$ cat src/rtl/escritura_resultado.sv
// Signed 16-bit product to eight-digit multiplexed seven-segment display.
// A captured value is converted to BCD by sequential double dabble, then
// latched into display registers that the digit scanner reads.
module escritura_resultado #(
  parameter int REFRESCO_LIM = 99999
) (
  input  logic        Clk_100M,
  input  logic        reset,
  input  logic [15:0] producto,
  input  logic        producto_valido,
  output logic        listo,
  output logic [7:0]  AN,
  output logic [6:0]  SEG,
  output logic        DP
);

  localparam int CNT_W = (REFRESCO_LIM > 0) ? $clog2(REFRESCO_LIM + 1) : 1;
  localparam logic [CNT_W-1:0] LIM_C = CNT_W'(REFRESCO_LIM);
  localparam logic [6:0] SEG_BLANK = 7'b1111111;
  localparam logic [6:0] SEG_MINUS = 7'b0111111;

  typedef enum logic [1:0] {ESPERA, CONVIERTE, ACTUALIZA} estado_t;

  estado_t            r_estado, w_estado_sig;
  logic        [4:0]  r_cnt;
  logic               r_signo;
  logic        [15:0] r_mag;
  logic        [19:0] r_bcd;
  logic        [19:0] r_disp;
  logic               r_disp_signo;
  logic [CNT_W-1:0]   r_scan;
  logic        [2:0]  r_idx;
  logic signed [15:0] w_prod_s;
  logic        [15:0] w_mag;
  logic        [4:0]  w_shown;

  // One double-dabble correction: every BCD nibble >= 5 gets 3 added.
  function automatic logic [19:0] f_dabble(input logic [19:0] bcd);
    logic [19:0] r;
    r = bcd;
    for (int i = 0; i < 5; i++) begin
      if (r[4*i +: 4] >= 4'd5) r[4*i +: 4] = r[4*i +: 4] + 4'd3;
    end
    return r;
  endfunction

  // Active-low segment pattern {g,f,e,d,c,b,a} for one decimal digit.
  function automatic logic [6:0] f_seg7(input logic [3:0] d);
    case (d)
      4'd0:    return 7'b1000000;
      4'd1:    return 7'b1111001;
      4'd2:    return 7'b0100100;
      4'd3:    return 7'b0110000;
      4'd4:    return 7'b0011001;
      4'd5:    return 7'b0010010;
      4'd6:    return 7'b0000010;
      4'd7:    return 7'b1111000;
      4'd8:    return 7'b0000000;
      4'd9:    return 7'b0010000;
      default: return SEG_BLANK;
    endcase
  endfunction

  // Magnitude of the signed input; 0x8000 maps to 32768 as an unsigned value.
  assign w_prod_s = producto;
  assign w_mag    = w_prod_s[15] ? $unsigned(-w_prod_s) : $unsigned(w_prod_s);

  assign listo = (r_estado == ESPERA);
  assign DP    = 1'b1;
  assign AN    = ~(8'h01 << r_idx);

  // Next-state logic: strobes outside ESPERA are simply dropped.
  always_comb begin
    w_estado_sig = r_estado;
    case (r_estado)
      ESPERA:    if (producto_valido) w_estado_sig = CONVIERTE;
      CONVIERTE: if (r_cnt == 5'd1) w_estado_sig = ACTUALIZA;
      ACTUALIZA: w_estado_sig = ESPERA;
      default:   w_estado_sig = ESPERA;
    endcase
  end

  // FSM state, step counter and captured sign.
  always_ff @(posedge Clk_100M or posedge reset) begin
    if (reset) begin
      r_estado <= ESPERA;
      r_cnt    <= 5'd0;
      r_signo  <= 1'b0;
    end else begin
      r_estado <= w_estado_sig;
      if (r_estado == ESPERA && producto_valido) begin
        r_cnt   <= 5'd16;
        r_signo <= producto[15];
      end else if (r_estado == CONVIERTE) begin
        r_cnt <= r_cnt - 5'd1;
      end
    end
  end

  // Conversion datapath: load magnitude, then one correct-and-shift per cycle.
  always_ff @(posedge Clk_100M) begin
    if (r_estado == ESPERA && producto_valido) begin
      r_mag <= w_mag;
      r_bcd <= 20'd0;
    end else if (r_estado == CONVIERTE) begin
      {r_bcd, r_mag} <= {f_dabble(r_bcd), r_mag} << 1;
    end
  end

  // Display registers only move in ACTUALIZA, so the shown value never glitches.
  always_ff @(posedge Clk_100M or posedge reset) begin
    if (reset) begin
      r_disp       <= 20'd0;
      r_disp_signo <= 1'b0;
    end else if (r_estado == ACTUALIZA) begin
      r_disp       <= r_bcd;
      r_disp_signo <= r_signo;
    end
  end

  // Refresh divider and digit index; index advances when the divider wraps.
  always_ff @(posedge Clk_100M or posedge reset) begin
    if (reset) begin
      r_scan <= '0;
      r_idx  <= 3'd0;
    end else if (r_scan == LIM_C) begin
      r_scan <= '0;
      r_idx  <= r_idx + 3'd1;
    end else begin
      r_scan <= r_scan + 1'b1;
    end
  end

  // Segment decode with leading-zero blanking; units digit is always lit.
  always_comb begin
    w_shown[0] = 1'b1;
    w_shown[1] = |r_disp[19:4];
    w_shown[2] = |r_disp[19:8];
    w_shown[3] = |r_disp[19:12];
    w_shown[4] = |r_disp[19:16];
    SEG = SEG_BLANK;
    case (r_idx)
      3'd0: SEG = f_seg7(r_disp[3:0]);
      3'd1: if (w_shown[1]) SEG = f_seg7(r_disp[7:4]);
      3'd2: if (w_shown[2]) SEG = f_seg7(r_disp[11:8]);
      3'd3: if (w_shown[3]) SEG = f_seg7(r_disp[15:12]);
      3'd4: if (w_shown[4]) SEG = f_seg7(r_disp[19:16]);
      3'd5: if (r_disp_signo) SEG = SEG_MINUS;
      default: SEG = SEG_BLANK;
    endcase
  end

endmodule
$ cat config.mk
export PLATFORM = sky130hd
export DESIGN_NAME = escritura_resultado
export DESIGN_NICKNAME = d
export VERILOG_FILES = /design/src/rtl/escritura_resultado.sv
export SDC_FILE = /design/constraint.sdc
export NUM_CORES = 1
export LEC_CHECK = 0
export CORE_MARGIN = 3
export CORE_UTILIZATION = 25
export DETAILED_ROUTE_END_ITERATION = 16
export HOLD_SLACK_MARGIN = 0.05
export PLACE_DENSITY_LB_ADDON = 0.08
export SLEW_MARGIN = 10
export SYNTH_ARGS = -nofsm -noshare
export SYNTH_HDL_FRONTEND = slang
export SYNTH_SLANG_ARGS = --single-unit
$ cat constraint.sdc
create_clock -name Clk_100M -period 5.7 [get_ports Clk_100M]
set_clock_uncertainty 0.15 [all_clocks]
set_input_delay 0.855 -clock Clk_100M [delete_from_list [all_inputs] [get_ports Clk_100M]]
set_output_delay 0.855 -clock Clk_100M [all_outputs]
set_load 0.05 [all_outputs]
==> results of run 1 <==
==> critical path, stage by stage (launching register included) <==
cell	delay (ns)
dfrtp_1	0.41
inv_1	0.12
ha_1	0.29
nor2b_1	0.30
inv_1	0.17
a2111oi_0	0.53
a221oi_1	0.10
nand4_1	0.14
a211o_1	0.11
clkdlybuf4s50_1	0.79
==> final cells by class <==
| cell class | instances | area (µm²) |
|---|---|---|
| fill | 2255 | 14900 |
| timing repair buffer | 39 | 378 |
| tap | 275 | 344 |
| multi-input combinational | 464 | 3030 |
| clock buffer | 12 | 256 |
| sequential | 85 | 2110 |
| clock inverter | 4 | 46.3 |
| inverter | 42 | 158 |
==> routing by layer <==
metal | up-vias | track usage | share of wire
met4 | 0 | 0.0328 | 0.015
met1 | 2001 | 0.157 | 0.52
met2 | 76 | 0.161 | 0.42
li1 | 2194 | - | -
met5 | - | 0 | 0
met3 | 14 | 0.0265 | 0.036
==> kinds of logic after synthesis <==
group / synth area share
and+or+nand+nor: 0.184
AOI/OAI and AO/OA: 0.170
DFF: 0.387
buffers and inverters: 0.0561
adders and majority gates: 0.106
xor gates and xnor gates: 0.0644
muxes: 0.0320
other: 0.000689
==> worst max path at each step <==
stage	slack, ns	end	cells past startpoint	start
6_report	1.39	SEG[6]	9	r_idx[1]
3_3_place_gp	1.89	SEG[6]	9	r_idx[1]
2_1_floorplan	2.30	SEG[4]	7	r_idx[0]
5_1_grt	1.13	SEG[6]	9	r_idx[1]
4_1_cts	1.34	SEG[6]	9	r_idx[1]
3_5_place_dp	1.74	SEG[6]	9	r_idx[1]
==> flip-flops by register name, summed over array words and instances, names as in the netlist, 2 cells and up <==
signal    cells
r_cnt         5
r_estado      2
r_mag        16
r_disp       20
r_idx         3
r_bcd        20
r_scan       17
==> power by group through the flow <==
stage               sequential, W  clock (W)  combinational (W)
floorplan                0.000954          0           0.000929
global placement          0.00103          0            0.00119
detailed placement        0.00104          0            0.00120
CTS                       0.00103   0.000632            0.00120
global route              0.00106   0.000661            0.00135
finish                    0.00103   0.000605            0.00118
==> placed cells by master (no fill, tap or decap), types with 2 or more instances in the layout <==
cell | Yosys | routed
or4_1 | 3 | 3
o32ai_1 | 4 | 4
o31ai_1 | 6 | 6
nand2_1 | 59 | 59
dfxtp_1 | 20 | 20
nand2b_1 | 16 | 16
o21bai_1 | 2 | 2
o21ai_0 | 74 | 74
nor2_1 | 50 | 50
dfrtp_1 | 49 | 49
nor3_1 | 8 | 8
inv_1 | 42 | 41
clkbuf_8 | 0 | 2
ha_1 | 46 | 46
clkinv_2 | 0 | 2
a31oi_1 | 2 | 2
nor4b_1 | 2 | 2
and2_1 | 2 | 2
clkdlybuf4s50_1 | 0 | 34
nor2b_1 | 10 | 10
nand4_1 | 8 | 8
o2111ai_1 | 4 | 4
nand3b_1 | 2 | 2
clkbuf_16 | 0 | 9
a311oi_1 | 2 | 2
nor4_1 | 2 | 2
a211o_1 | 2 | 2
nand3_1 | 29 | 29
xnor2_1 | 17 | 17
or4b_1 | 3 | 3
and3_1 | 2 | 2
a21oi_1 | 45 | 45
mux2_2 | 11 | 11
mux2i_1 | 5 | 5
xor2_1 | 23 | 23
nor3b_1 | 2 | 2
edfxtp_1 | 16 | 16
buf_4 | 1 | 5
==> per-stage QoR <==
step | cell area [µm²] | util
final | 6320 | 0.298
after global routing | 6320 | 0.298
after CTS | 6320 | 0.298
after detailed placement | 6010 | 0.283
after global placement | 6010 | 0.283
after floorplan | 5440 | -
==> metrics.txt, run 1 <==
routed vias 4285; number of synthesized flops with an enable pin 16; smallest hold slack 0.308 ns; pwr dens 445 mW/mm²; Crit path arrival time 3.30 ns; Tcrit/Tclk final 0.756; Num CTS Buffers 9; clock slew seen by the registers of the worst setup and hold paths 0.07 ns; first-pass GRT wire length 21.1 mm; leakage 2.65 nW; number of global-route vias before repair 4157; crit path kind reg -> out; CTS root buffer clkbuf_16; Switch Pwr 0.00114 W; Post-Syn Instances 622; hold path cells 2; final-stage net count 706; min-delay worst type reg -> reg; Reg2Reg Launch Point r_scan[13]; Die H 154 µm; Final Wtd Congestion 0.857; drt wl/cell 13.5 µm; Hold Path Origin r_mag[15]; setup ws final 1.39 ns; syn avg cell area 8.75 µm²; Final Setup Violations 0; Sum Neg Setup Slack 0 ns; Yosys top cell area share 0.225; status finished, final reports clean; cell with the most instances after synthesis o21ai_0; post-CTS setup buffer count 0; post-route antenna net violation count 0; ys async rst share 0.576; Max clock buf depth 2; DP Cell Count 905; minimum clock period 4.31 ns; post-synthesis sequential area ratio 0.387; syn_nets 687; r2r setup slk 3.37 ns; Boundary Pins 36; initial antenna violation count 0; initial core utilization 0.256; insertion delay to the later sink of the worst-skew pair 0.34 ns; fraction of layout cells with a size suffix above 1 0.0588; vias per inst 4.65; largest fanout on the critical path 6; WL final 12.4 mm; Rows 53; H-Tree Depth 3; Port Buf Inserts 34; Netlist cell types 62; r2r worst-path depth 5; post_cts resized 0; Reg power frac 0.365; Sink Count 85; Worst Hold End r_bcd[0]; DRC 0; Comb power frac 0.420; Detailed Routing Iterations Pass 1 4; yosys warns 0; Slew HR 0.496; clock power share 0.215; dpl hpwl 9.41 mm; Place WS 1.74 ns; largest net degree at the start of global routing 50; Max-Cap Viols 0; CTS tree yes; Design Power 0.00281 W; Hold-fix buffers, CTS 0; Tightest Pin Transition 0.755 ns; crit end category output pin; die width 154 µm; ANT cells 0; main area contributors after synthesis dfrtp_1 (23%), ha_1 (11%), edfxtp_1 (8.8%); WP data required 4.70 ns; Synth area leader dfrtp_1; Die Area 0.0236 mm²; RSZ-0062 raised after global routing false; maximum clock rate 232 MHz; startpoint type of the worst setup path flip-flop; max-slew violation count 0; top cells by count, synth o21ai_0 (74), nand2_1 (59), nor2_1 (50); Final Hold Vio Count 0; internal power 0.00167 W; synthesis-to-finish area growth 16.1%; core footprint 0.0212 mm²; Yosys reg bits 85; Net Sw Frac 0.406; Overflow after GRT 0; Total GRT Usage 0.109; Mapped Area 0.00544 mm²; initial drt markers 225; Layout Cells excl Fill 921; worst r2r dst r_idx[2]; Synth Flop Type dfrtp_1; Peak VDD IR 249 µV
(Power assumes the default switching activity.)
==> run 2: changes to the inputs <==
==> constraint.sdc (replaced) <==
create_clock -name Clk_100M -period 3.5 [get_ports Clk_100M]
set_clock_uncertainty 0.15 [all_clocks]
set_input_delay 0.525 -clock Clk_100M [delete_from_list [all_inputs] [get_ports Clk_100M]]
set_output_delay 0.525 -clock Clk_100M [all_outputs]
set_load 0.05 [all_outputs]
==> metrics.txt, run 2 (synthesized netlist as in run 1, its figures left out) <==
layer with the highest usage met2; setup ws final 0.244 ns; internal power 0.00269 W; largest fanout on the critical path 7; Final Setup Violations 0; CTS tree yes; Comb power frac 0.418; Place WS 0.536 ns; fraction of layout cells with a size suffix above 1 0.0772; Hold-fix buffers, CTS 0; synthesis-to-finish area growth 16.7%; initial drt markers 183; Peak VDD IR 309 µV; Final Wtd Congestion 0.811; minimum clock period 3.26 ns; CP max stage cell or4b_1; Boundary Pins 36; Total GRT Usage 0.108; max-slew violation count 0; dpl hpwl 9.47 mm; crit-path cells inv_1, ha_1, nor4b_4, and2_0, o21ai_0, a21oi_1, or4b_1, buf_4; Slew HR 0.283; Final Hold Vio Count 0; Die H 154 µm; Crit path arrival time 2.58 ns; Num CTS Buffers 9; Tightest Pin Transition 1.08 ns; WL final 12.6 mm; final core occ 0.299; Max clock buf depth 2; Reg power frac 0.362; Overflow after GRT 0; Tcrit/Tclk final 0.930; pwr dens 727 mW/mm²; RSZ-0062 raised after global routing false; WP data required 2.82 ns; r2r worst-path depth 5; Port Buf Inserts 34; Switch Pwr 0.00192 W; clock power share 0.219; met2 Track Usage GR 0.166; leakage 2.67 nW; crit path kind reg -> out; initial core utilization 0.256; DRC 0; ANT cells 0; routed vias 4260; min-delay worst type reg -> reg; vias per inst 4.62; initial antenna violation count 0; most common cell after layout, fill and taps aside o21ai_0; Crit path largest cell delay 0.54 ns; die width 154 µm; Sink Count 85; largest net degree at the start of global routing 42; Net Sw Frac 0.416; Rows 53; startpoint type of the worst setup path flip-flop; CTS root buffer clkbuf_16; Die Area 0.0236 mm²; drt wl/cell 13.6 µm; final-stage net count 708; global-route met3 utilization 0.0236; first-pass GRT wire length 20.9 mm; Largest regs r_bcd x20, r_disp x20, r_scan x17; crit end category output pin; insertion delay to the later sink of the worst-skew pair 0.34 ns; status finished, final reports clean; post_cts resized 0; post-CTS setup buffer count 0; core footprint 0.0212 mm²; GR met1 Demand/Resource 0.150; Max-Cap Viols 0; clock slew seen by the registers of the worst setup and hold paths 0.07 ns; post-route antenna net violation count 0; Detailed Routing Iterations Pass 1 4; hold path cells 2; number of global-route vias before repair 4096; maximum clock rate 307 MHz; most frequent cells in the layout o21ai_0 (74), nand2_1 (59), nor2_1 (50); Sum Neg Setup Slack 0 ns; H-Tree Depth 3
## run 2: cell count changes in the layout (fill, tap and decap cells not counted), moves of 2 or more
cell / delta
buf_4: +8
clkdlybuf4s50_1: -7
clkbuf_8: -2
clkinv_2: -2
inv_6: +2
## run 2: routing by layer
metal / vias to the layer above / share of wire
met1: 1973 / 0.52
met3: 12 / 0.035
met5: - / 0
li1: 2204 / -
met2: 71 / 0.43
met4: 0 / 0.014
## run 2: final cells by class
type                            count  area (µm²)
Multi-Input combinational cell    464        3030
Clock buffer                        9         225
Inverter                           42         158
Sequential cell                    85        2110
Fill cell                        2260       14900
Tap cell                          275         344
Timing Repair Buffer               41         388
Clock inverter                      7        91.3
## run 2: metrics by stage
stage | hold slack (ns) | power (W) | area [µm²] | cells
after detailed placement | 0.276 | 0.00365 | 6020 | 907
after global routing | 0.337 | 0.00501 | 6350 | 923
final | 0.302 | 0.00461 | 6350 | 923
after CTS | 0.302 | 0.00470 | 6340 | 923
after floorplan | 0.268 | 0.00307 | 5440 | 622
after global placement | 0.281 | 0.00363 | 6020 | 907
## run 2: worst paths after layout
check	startpoint	endpoint	slack [ns]
min in group asynchronous	reset	r_scan[16]	0.44
max in group asynchronous	reset	r_disp[7]	2.13
setup reg to reg	r_scan[12]	r_idx[2]	1.13
setup / recovery	r_disp[17]	SEG[0]	0.24
hold / removal	r_mag[15]	r_bcd[0]	0.30
hold reg to reg	r_mag[15]	r_bcd[0]	0.30
## run 2: critical path: cells and delay by family (launching register included)
family / cells / cell delay [ns]
AND/OR/NAND/NOR: 3 / 0.95
flip-flops: 1 / 0.44
buffers and inverters: 2 / 0.34
AO/OA/AOI/OAI: 2 / 0.26
adder cells (fa/ha/maj): 1 / 0.24
## run 2: power by group through the flow
stage	logic (W)	clock network [W]	registers, W
2_1_floorplan	0.00151	0	0.00155
4_1_cts	0.00196	0.00106	0.00168
6_report	0.00193	0.00101	0.00167
3_5_place_dp	0.00196	0	0.00169
3_3_place_gp	0.00195	0	0.00168
5_1_grt	0.00217	0.00110	0.00173
